`src/rtl/pn_burst_tx.sv`:
```
// ---------------------------------------------------------------------------
// pn_burst_tx
//   Generates the pseudo-noise reference burst searched for by the UAV
//   cross-correlation receiver. A maximal-length LFSR (x^7+x^6+1) produces
//   chips that are mapped to +/-AMP. Each chip is held for SPC samples. The
//   burst repeats R = max(reps,1) times, with GAP zero samples between
//   repetitions. Samples leave over a valid/ready stream.
//
// Ports
//   clk        clock
//   rst        asynchronous reset, active-high
//   ena        clock enable; when low, all state and outputs hold
//   start      burst request, sampled in IDLE only
//   seed       LFSR initial value, captured at start (0 -> all ones)
//   reps       repetition count, captured at start (0 -> 1)
//   out_data   signed sample, two's complement
//   out_valid  out_data valid
//   out_ready  downstream accepts the sample
//   busy       high from LOAD through DONE
//   rdy        one-cycle done pulse (DONE state)
//   chip_idx   index of the current chip within the repetition
// ---------------------------------------------------------------------------
module pn_burst_tx #(
  parameter int LFSR_W  = 7,
  parameter int SEQ_LEN = 127,
  parameter int SPC     = 4,
  parameter int GAP     = 32,
  parameter int AMP     = 8192
) (
  input  logic                     clk,
  input  logic                     rst,
  input  logic                     ena,
  input  logic                     start,
  input  logic [LFSR_W-1:0]        seed,
  input  logic [3:0]               reps,
  output logic signed [15:0]       out_data,
  output logic                     out_valid,
  input  logic                     out_ready,
  output logic                     busy,
  output logic                     rdy,
  output logic [15:0]              chip_idx
);

  localparam logic signed [15:0] AMP_POS   = 16'(AMP);
  localparam logic signed [15:0] AMP_NEG   = 16'(-AMP);
  localparam logic [15:0]        SPC_LAST  = 16'(SPC - 1);
  localparam logic [15:0]        GAP_LAST  = 16'(GAP - 1);
  localparam logic [15:0]        CHIP_LAST = 16'(SEQ_LEN - 1);

  typedef enum logic [2:0] {
    S_IDLE,
    S_LOAD,
    S_CHIP,
    S_GAP,
    S_DONE
  } state_t;

  state_t              state_q, state_d;
  logic [LFSR_W-1:0]   seed_q, seed_d;
  logic [3:0]          reps_q, reps_d;
  logic [3:0]          rep_q, rep_d;
  logic [LFSR_W-1:0]   lfsr_q, lfsr_d;
  logic [15:0]         chip_q, chip_d;
  logic [15:0]         spc_q, spc_d;
  logic [15:0]         gap_q, gap_d;

  logic [LFSR_W-1:0]   lfsr_next;
  logic                accept;

  // Chip bit to antipodal sample value.
  function automatic logic signed [15:0] map_chip(input logic chip_bit);
    return chip_bit ? AMP_POS : AMP_NEG;
  endfunction

  // Fibonacci step for x^7+x^6+1: feedback from the two top taps.
  assign lfsr_next = {lfsr_q[LFSR_W-2:0], lfsr_q[LFSR_W-1] ^ lfsr_q[LFSR_W-2]};

  // Outputs are pure functions of registered state, so an asynchronous
  // reset clears them at once and ena=0 freezes them with the state.
  assign accept = out_valid & out_ready;

  always_comb begin
    state_d   = state_q;
    seed_d    = seed_q;
    reps_d    = reps_q;
    rep_d     = rep_q;
    lfsr_d    = lfsr_q;
    chip_d    = chip_q;
    spc_d     = spc_q;
    gap_d     = gap_q;
    out_valid = 1'b0;
    out_data  = '0;
    busy      = 1'b0;
    rdy       = 1'b0;
    chip_idx  = chip_q;

    unique case (state_q)
      S_IDLE: begin
        if (start) begin
          // An all-zero seed would lock the LFSR; substitute all ones.
          seed_d  = (seed == '0) ? '1 : seed;
          reps_d  = (reps == 4'd0) ? 4'd1 : reps;
          state_d = S_LOAD;
        end
      end

      S_LOAD: begin
        busy    = 1'b1;
        lfsr_d  = seed_q;
        chip_d  = '0;
        spc_d   = '0;
        gap_d   = '0;
        rep_d   = '0;
        state_d = S_CHIP;
      end

      S_CHIP: begin
        busy      = 1'b1;
        out_valid = 1'b1;
        out_data  = map_chip(lfsr_q[LFSR_W-1]);
        if (accept) begin
          if (spc_q == SPC_LAST) begin
            spc_d  = '0;
            lfsr_d = lfsr_next;
            if (chip_q == CHIP_LAST) begin
              if (rep_q == reps_q - 4'd1) begin
                state_d = S_DONE;
              end else begin
                rep_d = rep_q + 4'd1;
                if (GAP == 0) begin
                  // No guard interval: restart the sequence back-to-back.
                  lfsr_d = seed_q;
                  chip_d = '0;
                end else begin
                  gap_d   = '0;
                  state_d = S_GAP;
                end
              end
            end else begin
              chip_d = chip_q + 16'd1;
            end
          end else begin
            spc_d = spc_q + 16'd1;
          end
        end
      end

      S_GAP: begin
        busy      = 1'b1;
        out_valid = 1'b1;
        if (accept) begin
          if (gap_q == GAP_LAST) begin
            lfsr_d  = seed_q;
            chip_d  = '0;
            spc_d   = '0;
            state_d = S_CHIP;
          end else begin
            gap_d = gap_q + 16'd1;
          end
        end
      end

      S_DONE: begin
        busy    = 1'b1;
        rdy     = 1'b1;
        state_d = S_IDLE;
      end

      default: state_d = S_IDLE;
    endcase
  end

  always_ff @(posedge clk or posedge rst) begin
    if (rst) begin
      state_q <= S_IDLE;
      seed_q  <= '0;
      reps_q  <= '0;
      rep_q   <= '0;
      lfsr_q  <= '0;
      chip_q  <= '0;
      spc_q   <= '0;
      gap_q   <= '0;
    end else if (ena) begin
      state_q <= state_d;
      seed_q  <= seed_d;
      reps_q  <= reps_d;
      rep_q   <= rep_d;
      lfsr_q  <= lfsr_d;
      chip_q  <= chip_d;
      spc_q   <= spc_d;
      gap_q   <= gap_d;
    end
  end

endmodule

```
`config.mk`:
```
export PLATFORM = sky130hd
export DESIGN_NAME = pn_burst_tx
export DESIGN_NICKNAME = d
export VERILOG_FILES = /design/src/rtl/pn_burst_tx.sv
export SDC_FILE = /design/constraint.sdc
export NUM_CORES = 1
export LEC_CHECK = 0
export BUFFER_PORTS_ARGS = -buffer_cell sky130_fd_sc_hd__buf_2
export CAP_MARGIN = 10
export CORE_MARGIN = 4
export CORE_UTILIZATION = 38
export DETAILED_ROUTE_END_ITERATION = 8
export PLACE_DENSITY_LB_ADDON = 0.15
export SLEW_MARGIN = 20
export SYNTH_ARGS = -nofsm -noshare
export SYNTH_HDL_FRONTEND = slang
export SYNTH_SLANG_ARGS = --single-unit
```
`constraint.sdc`:
```
create_clock -name clk -period 3.9 [get_ports clk]
set_clock_uncertainty 0.2 [all_clocks]
set_input_delay 0.195 -clock clk [delete_from_list [all_inputs] [get_ports clk]]
set_output_delay 0.195 -clock clk [all_outputs]
set_load 0.01 [all_outputs]
```
==> results of run 1 <==
-- final cells by class --
class,count,area (um^2)
Clock buffer,9,124
Clock inverter,7,103
Fill cell,1007,5700
Inverter,13,48.8
Multi-Input combinational cell,346,2010
Sequential cell,73,1830
Tap cell,136,170
Timing Repair Buffer,55,350
-- routing by layer --
metal	wire length [um]	vias to the layer above
met5	0	-
met4	129	0
met3	314	9
met2	4240	62
met1	4670	1648
li1	-	1705
-- state kept, by name, summed over array words and instances, names as in the netlist --
name and cells:
chip_idx 16, gap_q 16, lfsr_q 7, rep_q 4, reps_q 4, seed_q 7, spc_q 16, state_q 3
-- stage by stage --
step                cells  hold slack, ps  total power, mW
floorplan             468             112             1.77
global placement      611             108             2.00
detailed placement    611             112             2.01
CTS                   639             144             2.71
global route          639             213             2.91
finish                639             168             2.70
-- synthesized netlist by cell type, types with 2 or more instances --
| cell | number |
|---|---|
| xnor2_1 | 6 |
| nor2_1 | 47 |
| buf_2 | 3 |
| nor4_1 | 7 |
| o41ai_1 | 2 |
| clkbuf_1 | 19 |
| o2111ai_1 | 2 |
| and4_1 | 2 |
| a21o_1 | 2 |
| and3_1 | 12 |
| a21oi_1 | 10 |
| nand4_1 | 23 |
| o22a_1 | 7 |
| nand2b_1 | 2 |
| nor3_1 | 8 |
| xor2_1 | 13 |
| ha_1 | 6 |
| nand3_1 | 19 |
| nand2_1 | 50 |
| o21ai_0 | 58 |
| buf_4 | 14 |
| and2_1 | 6 |
| nor2b_1 | 4 |
| dfrtp_1 | 73 |
| or4_1 | 4 |
| mux2_2 | 4 |
| o31ai_1 | 7 |
| a31oi_1 | 11 |
| inv_1 | 12 |
-- placed cells by master (no fill, tap or decap), types with 2 or more instances in the layout --
cell / count
dfrtp_1: 73
o21ai_0: 58
nand2_1: 50
nor2_1: 47
buf_2: 37
nand4_1: 23
nand3_1: 19
xor2_1: 13
conb_1: 13
and3_1: 12
dlygate4sd3_1: 12
a31oi_1: 11
inv_1: 11
a21oi_1: 10
clkbuf_8: 9
nor3_1: 8
nor4_1: 7
o31ai_1: 7
o22a_1: 7
xnor2_1: 6
and2_1: 6
ha_1: 6
buf_4: 6
nor2b_1: 4
or4_1: 4
mux2_2: 4
nand2b_1: 2
a21o_1: 2
and4_1: 2
o2111ai_1: 2
bufinv_16: 2
inv_6: 2
clkinv_4: 2
-- power breakdown --
part | total, mW | internal (mW) | switching, mW
sequential | 1.09 | 0.920 | 0.166
combinational | 0.918 | 0.379 | 0.539
clock | 0.692 | 0.367 | 0.325
total | 2.70 | 1.67 | 1.03
-- worst min-delay path: cells and delay by family --
kind,cells,cell delay [ps]
AOI/OAI and AO/OA,2,140
buffers and inverters,1,110
and+or+nand+nor,2,230
-- worst max-delay path by stage --
| stage | startpoint | end | slack, ps | cells after the start |
|---|---|---|---|---|
| 2_1_floorplan | chip_idx[11] | state_q[1] | 970 | 6 |
| 3_3_place_gp | chip_idx[11] | state_q[1] | 970 | 5 |
| 3_5_place_dp | chip_idx[11] | state_q[1] | 910 | 5 |
| 4_1_cts | chip_idx[11] | state_q[1] | 890 | 5 |
| 5_1_grt | chip_idx[11] | gap_q[13] | 590 | 6 |
| 6_report | chip_idx[11] | state_q[1] | 890 | 5 |
-- repair_timing --
action / in CTS / in global routing
buffers inserted: 0 / 0
hold buffers: 12 / 0
endpoints found under the hold margin: 39 / 0
-- logic make-up (layout without fill, tap and decap cells) --
kind of cell               after synthesis  count (layout)  synth area share, %
DFF                                     73              73                 45.4
xor gates and xnor gates                20              20                 4.73
and+or+nand+nor                        196             196                 24.7
AOI/OAI and AO/OA                      106             106                 15.8
muxes                                    5               5                 1.37
buffers and inverters                   49              84                 5.98
other                                    1              13               0.0933
adders and majority gates                6               6                 1.87
==> results.txt, run 1 <==
Power Dens Cells: 583 mW/mm^2
r2r endpoint: state_q[1]
die height: 111 um
share of layout cells above drive strength 1: 14.3%
FF-to-FF setup slack: 890 ps
VDD IR max: 322 uV
Detail Route Antenna Nets: 0
Die X-Extent: 111 um
Hold Violations, Final: 0
RSZ-0062 raised after global routing: false
CTS root buffer: clkbuf_8
n_diodes: 0
# resized after CTS: 0
post-synthesis sequential area ratio: 45.4%
initial antenna violation count: 0
vias in the first global route: 3257
Ports: 51
Endpoint, Worst Hold: gap_q[4]
# DRC: 0
Yosys top cell area share: 45.4%
RD Place Congestion: 0.778
Slew Viols, Final: 0
Crit-path slowest cell: or4b_1
Setup TNS Final: 0 ps
Period minus WS final: 3010 ps
met3 usage: 2.89%
HP Class: in -> reg
Final WS setup: 888 ps
Synth Warn #: 0
Avg Inst Size Synth: 8.82 um^2
Post-Place Setup Slack: 913 ps
max cap viols: 0
ys async rst share: 100%
Core Box Area: 0.0103 mm^2
pin count of the biggest net entering global routing: 46
dominant delay contributor by cell family on the critical path: simple AND/OR/NAND/NOR gates
HPWL after detailed placement: 6.21 mm
vias per cell: 5.36
worst flop-to-flop path startpoint: chip_idx[11]
post-synthesis cell type with the largest combined area: dfrtp_1
largest cells by area after synthesis: dfrtp_1 45%, o21ai_0 7.2%, nand2_1 4.7%
clock sink count: 73
clock-pin slew on the worst setup and hold paths: 90 ps
Post-synth EDFFs: 0
initial DRC count: 208
Max Clk Rate: 0.332 GHz
gr busiest metal: met2
first-pass detailed-route iteration total: 4
CTS H-Tree Depth: 3
per-cell routed wire length: 14.6 um
crit path DAT: 3050 ps
# nets final: 520
Crit Path Category: reg -> reg
P&R area growth vs syn: 15.1%
post-layout util: 44.8%
TritonCTS buffer count: 9
Slew headroom: 40.0%
met1 global-route usage: 22.8%
Post-DP Area: 0.00428 mm^2
hold depth: 5
Synth Register Bits: 73
via count: 3424
GRT met2 Usage: 23.5%
Worst Reg-to-Reg Cells: 5
final non-filler cell area: 0.00463 mm^2
Cells after Synth: 456
CTS tree: yes
Post-Route WL: 9.35 mm
Slew @ Worst Pin: 898 ps
post-synthesis cell type count: 52
Critical Path Source Type: register
Max Buffers Root-to-Sink: 2
Die ar.: 0.0123 mm^2
final worst-path cycle share: 77.2%
total track usage: 15.7%
Crit path buffers/inverters: 0
hold_sp: out_ready
CP max FO: 9
IO buf count: 37
CP required: 3940 ps
outcome: complete, no violations
CP Cell Sequence: or4_1, or4_4, and2_4, or4b_1, a221o_1
Primary FF master, synth: dfrtp_1
Worst-Skew Late Latency: 360 ps
Crit. End Element: register
first-pass GRT wire length: 16.2 mm
row count: 37
Starting Density: 38.9%
critical path's largest stage delay: 610 ps
Leak: 2.08 nW
global route overflow: 0
Final Setup Violations: 0
Syn Std Cell Area: 0.00402 mm^2
Note: power is estimated with default switching activity, not from simulation.
==> run 2: changes to the inputs <==
clock period = 3.05 ns   (was 3.9 ns; I/O delays follow)
==> run 2 against run 1 <==
Compared with the run above:
- critical path type unchanged
- global-route usage is 0.28 points higher
- fmax is 3.3% higher
- non-clock buffer count rose by 11
- largest cell class unchanged
==> results.txt, run 2 (same netlist as run 1, synthesis figures left out) <==
Combinational Power Share: 34.6%
CTS root buffer: clkbuf_8
Slew @ Worst Pin: 709 ps
HPWL after detailed placement: 6.53 mm
Detail Route Antenna Nets: 0
n_diodes: 0
commonest non-fill, non-tap cell in the layout: dfrtp_1
CP required: 3090 ps
CP max FO: 6
VDD IR max: 338 uV
max cap viols: 0
Core Box Area: 0.0103 mm^2
dominant delay contributor by cell family on the critical path: simple AND/OR/NAND/NOR gates
Critical Path Source Type: register
hold slack: 9.94 ps
Crit-path slowest cell: or4b_1
Pwr Total: 3.46 mW
final worst-path cycle share: 95.6%
Die X-Extent: 111 um
share of layout cells above drive strength 1: 16.1%
P_int: 2.14 mW
outcome: complete, no violations
Die ar.: 0.0123 mm^2
Post-Route WL: 9.29 mm
Post-DP Area: 0.00437 mm^2
Worst Reg-to-Reg Cells: 5
post-layout util: 45.8%
CP Cell Sequence: or4_1, or4_4, and2_4, or4b_1, a221o_1
crit path DAT: 2960 ps
via count: 3382
Clock power frac: 25.4%
initial DRC count: 191
Hold Violations, Final: 0
Endpoint, Worst Hold: chip_idx[14]
global route overflow: 0
# nets final: 531
clock sink count: 73
Final Setup Violations: 0
total track usage: 15.9%
Worst-Skew Late Latency: 350 ps
first-pass GRT wire length: 16.5 mm
commonest cells after routing, fill and taps aside: 73 x dfrtp_1, 58 x o21ai_0, 50 x nand2_1, 47 x nor2_1, 37 x buf_2
# resized after CTS: 0
vias in the first global route: 3313
hold depth: 3
Leak: 2.13 nW
TritonCTS buffer count: 9
per-cell routed wire length: 14.3 um
clock-pin slew on the worst setup and hold paths: 90 ps
Power Dens Cells: 733 mW/mm^2
RSZ-0062 raised after global routing: false
vias per cell: 5.20
Max Buffers Root-to-Sink: 2
first-pass detailed-route iteration total: 4
hold-fix buffers at CTS: 12
CTS H-Tree Depth: 3
critical path's largest stage delay: 610 ps
FF-to-FF setup slack: 130 ps
HP Class: in -> reg
Crit. path cell count: 5
# DRC: 0
r2r endpoint: state_q[1]
die height: 111 um
Starting Density: 38.9%
pin count of the biggest net entering global routing: 44
IO buf count: 37
Slew Viols, Final: 0
Crit. End Element: register
P&R area growth vs syn: 17.5%
Max Clk Rate: 0.343 GHz
Slew headroom: 52.7%
Net Switching: 1.32 mW
hold_sp: ena
Setup TNS Final: 0 ps
initial antenna violation count: 0
CTS tree: yes
Post-CTS Setup Bufs: 0
worst flop-to-flop path startpoint: chip_idx[13]
sw frac: 38.0%
final non-filler cell area: 0.00472 mm^2
Crit path buffers/inverters: 0
Period minus WS final: 2920 ps
Crit Path Category: reg -> reg
sequential share of power: 40.0%
Ports: 51
row count: 37
RD Place Congestion: 0.787
run 2: metal layers:
| metal | up-vias | wire length, um | global-route usage, % |
|---|---|---|---|
| li1 | 1717 | - | - |
| met1 | 1612 | 4710 | 22.6 |
| met2 | 43 | 4220 | 25.0 |
| met3 | 10 | 231 | 2.51 |
| met4 | 0 | 126 | 5.17 |
| met5 | - | 0 | 0 |
run 2: tightest hold or removal path, delay by kind of cell:
family / cells / cell delay (ps)
AND/OR/NAND/NOR: 1 / 150
buffers and inverters: 1 / 130
AO/OA/AOI/OAI: 1 / 100
run 2: cell type report:
type	count	area, um^2
Inverter	13	48.8
Clock inverter	7	103
Timing Repair Buffer	66	445
Multi-Input combinational cell	346	2010
Fill cell	1011	5600
Tap cell	136	170
Sequential cell	73	1830
Clock buffer	9	124
run 2: metrics by stage:
step / instances / worst slack [ps]
final: 650 / 133
after global routing: 650 / 12.4
after CTS: 650 / 121
after detailed placement: 622 / 141
after global placement: 622 / 193
after floorplan: 468 / 119
run 2: power by group through the flow:
stage	Combinational, mW	Sequential, mW	Clock (mW)
4_1_cts	1.22	1.38	0.905
5_1_grt	1.38	1.41	0.948
3_3_place_gp	1.18	1.40	0
6_report	1.20	1.38	0.880
2_1_floorplan	0.917	1.35	0
3_5_place_dp	1.20	1.40	0
run 2: worst max path at each step:
stage | from | to | slack [ps]
5_1_grt | chip_idx[13] | state_q[0] | 10
3_3_place_gp | chip_idx[13] | state_q[1] | 190
3_5_place_dp | chip_idx[13] | state_q[1] | 140
6_report | chip_idx[13] | state_q[1] | 130
4_1_cts | chip_idx[13] | state_q[1] | 120
2_1_floorplan | chip_idx[11] | state_q[1] | 120
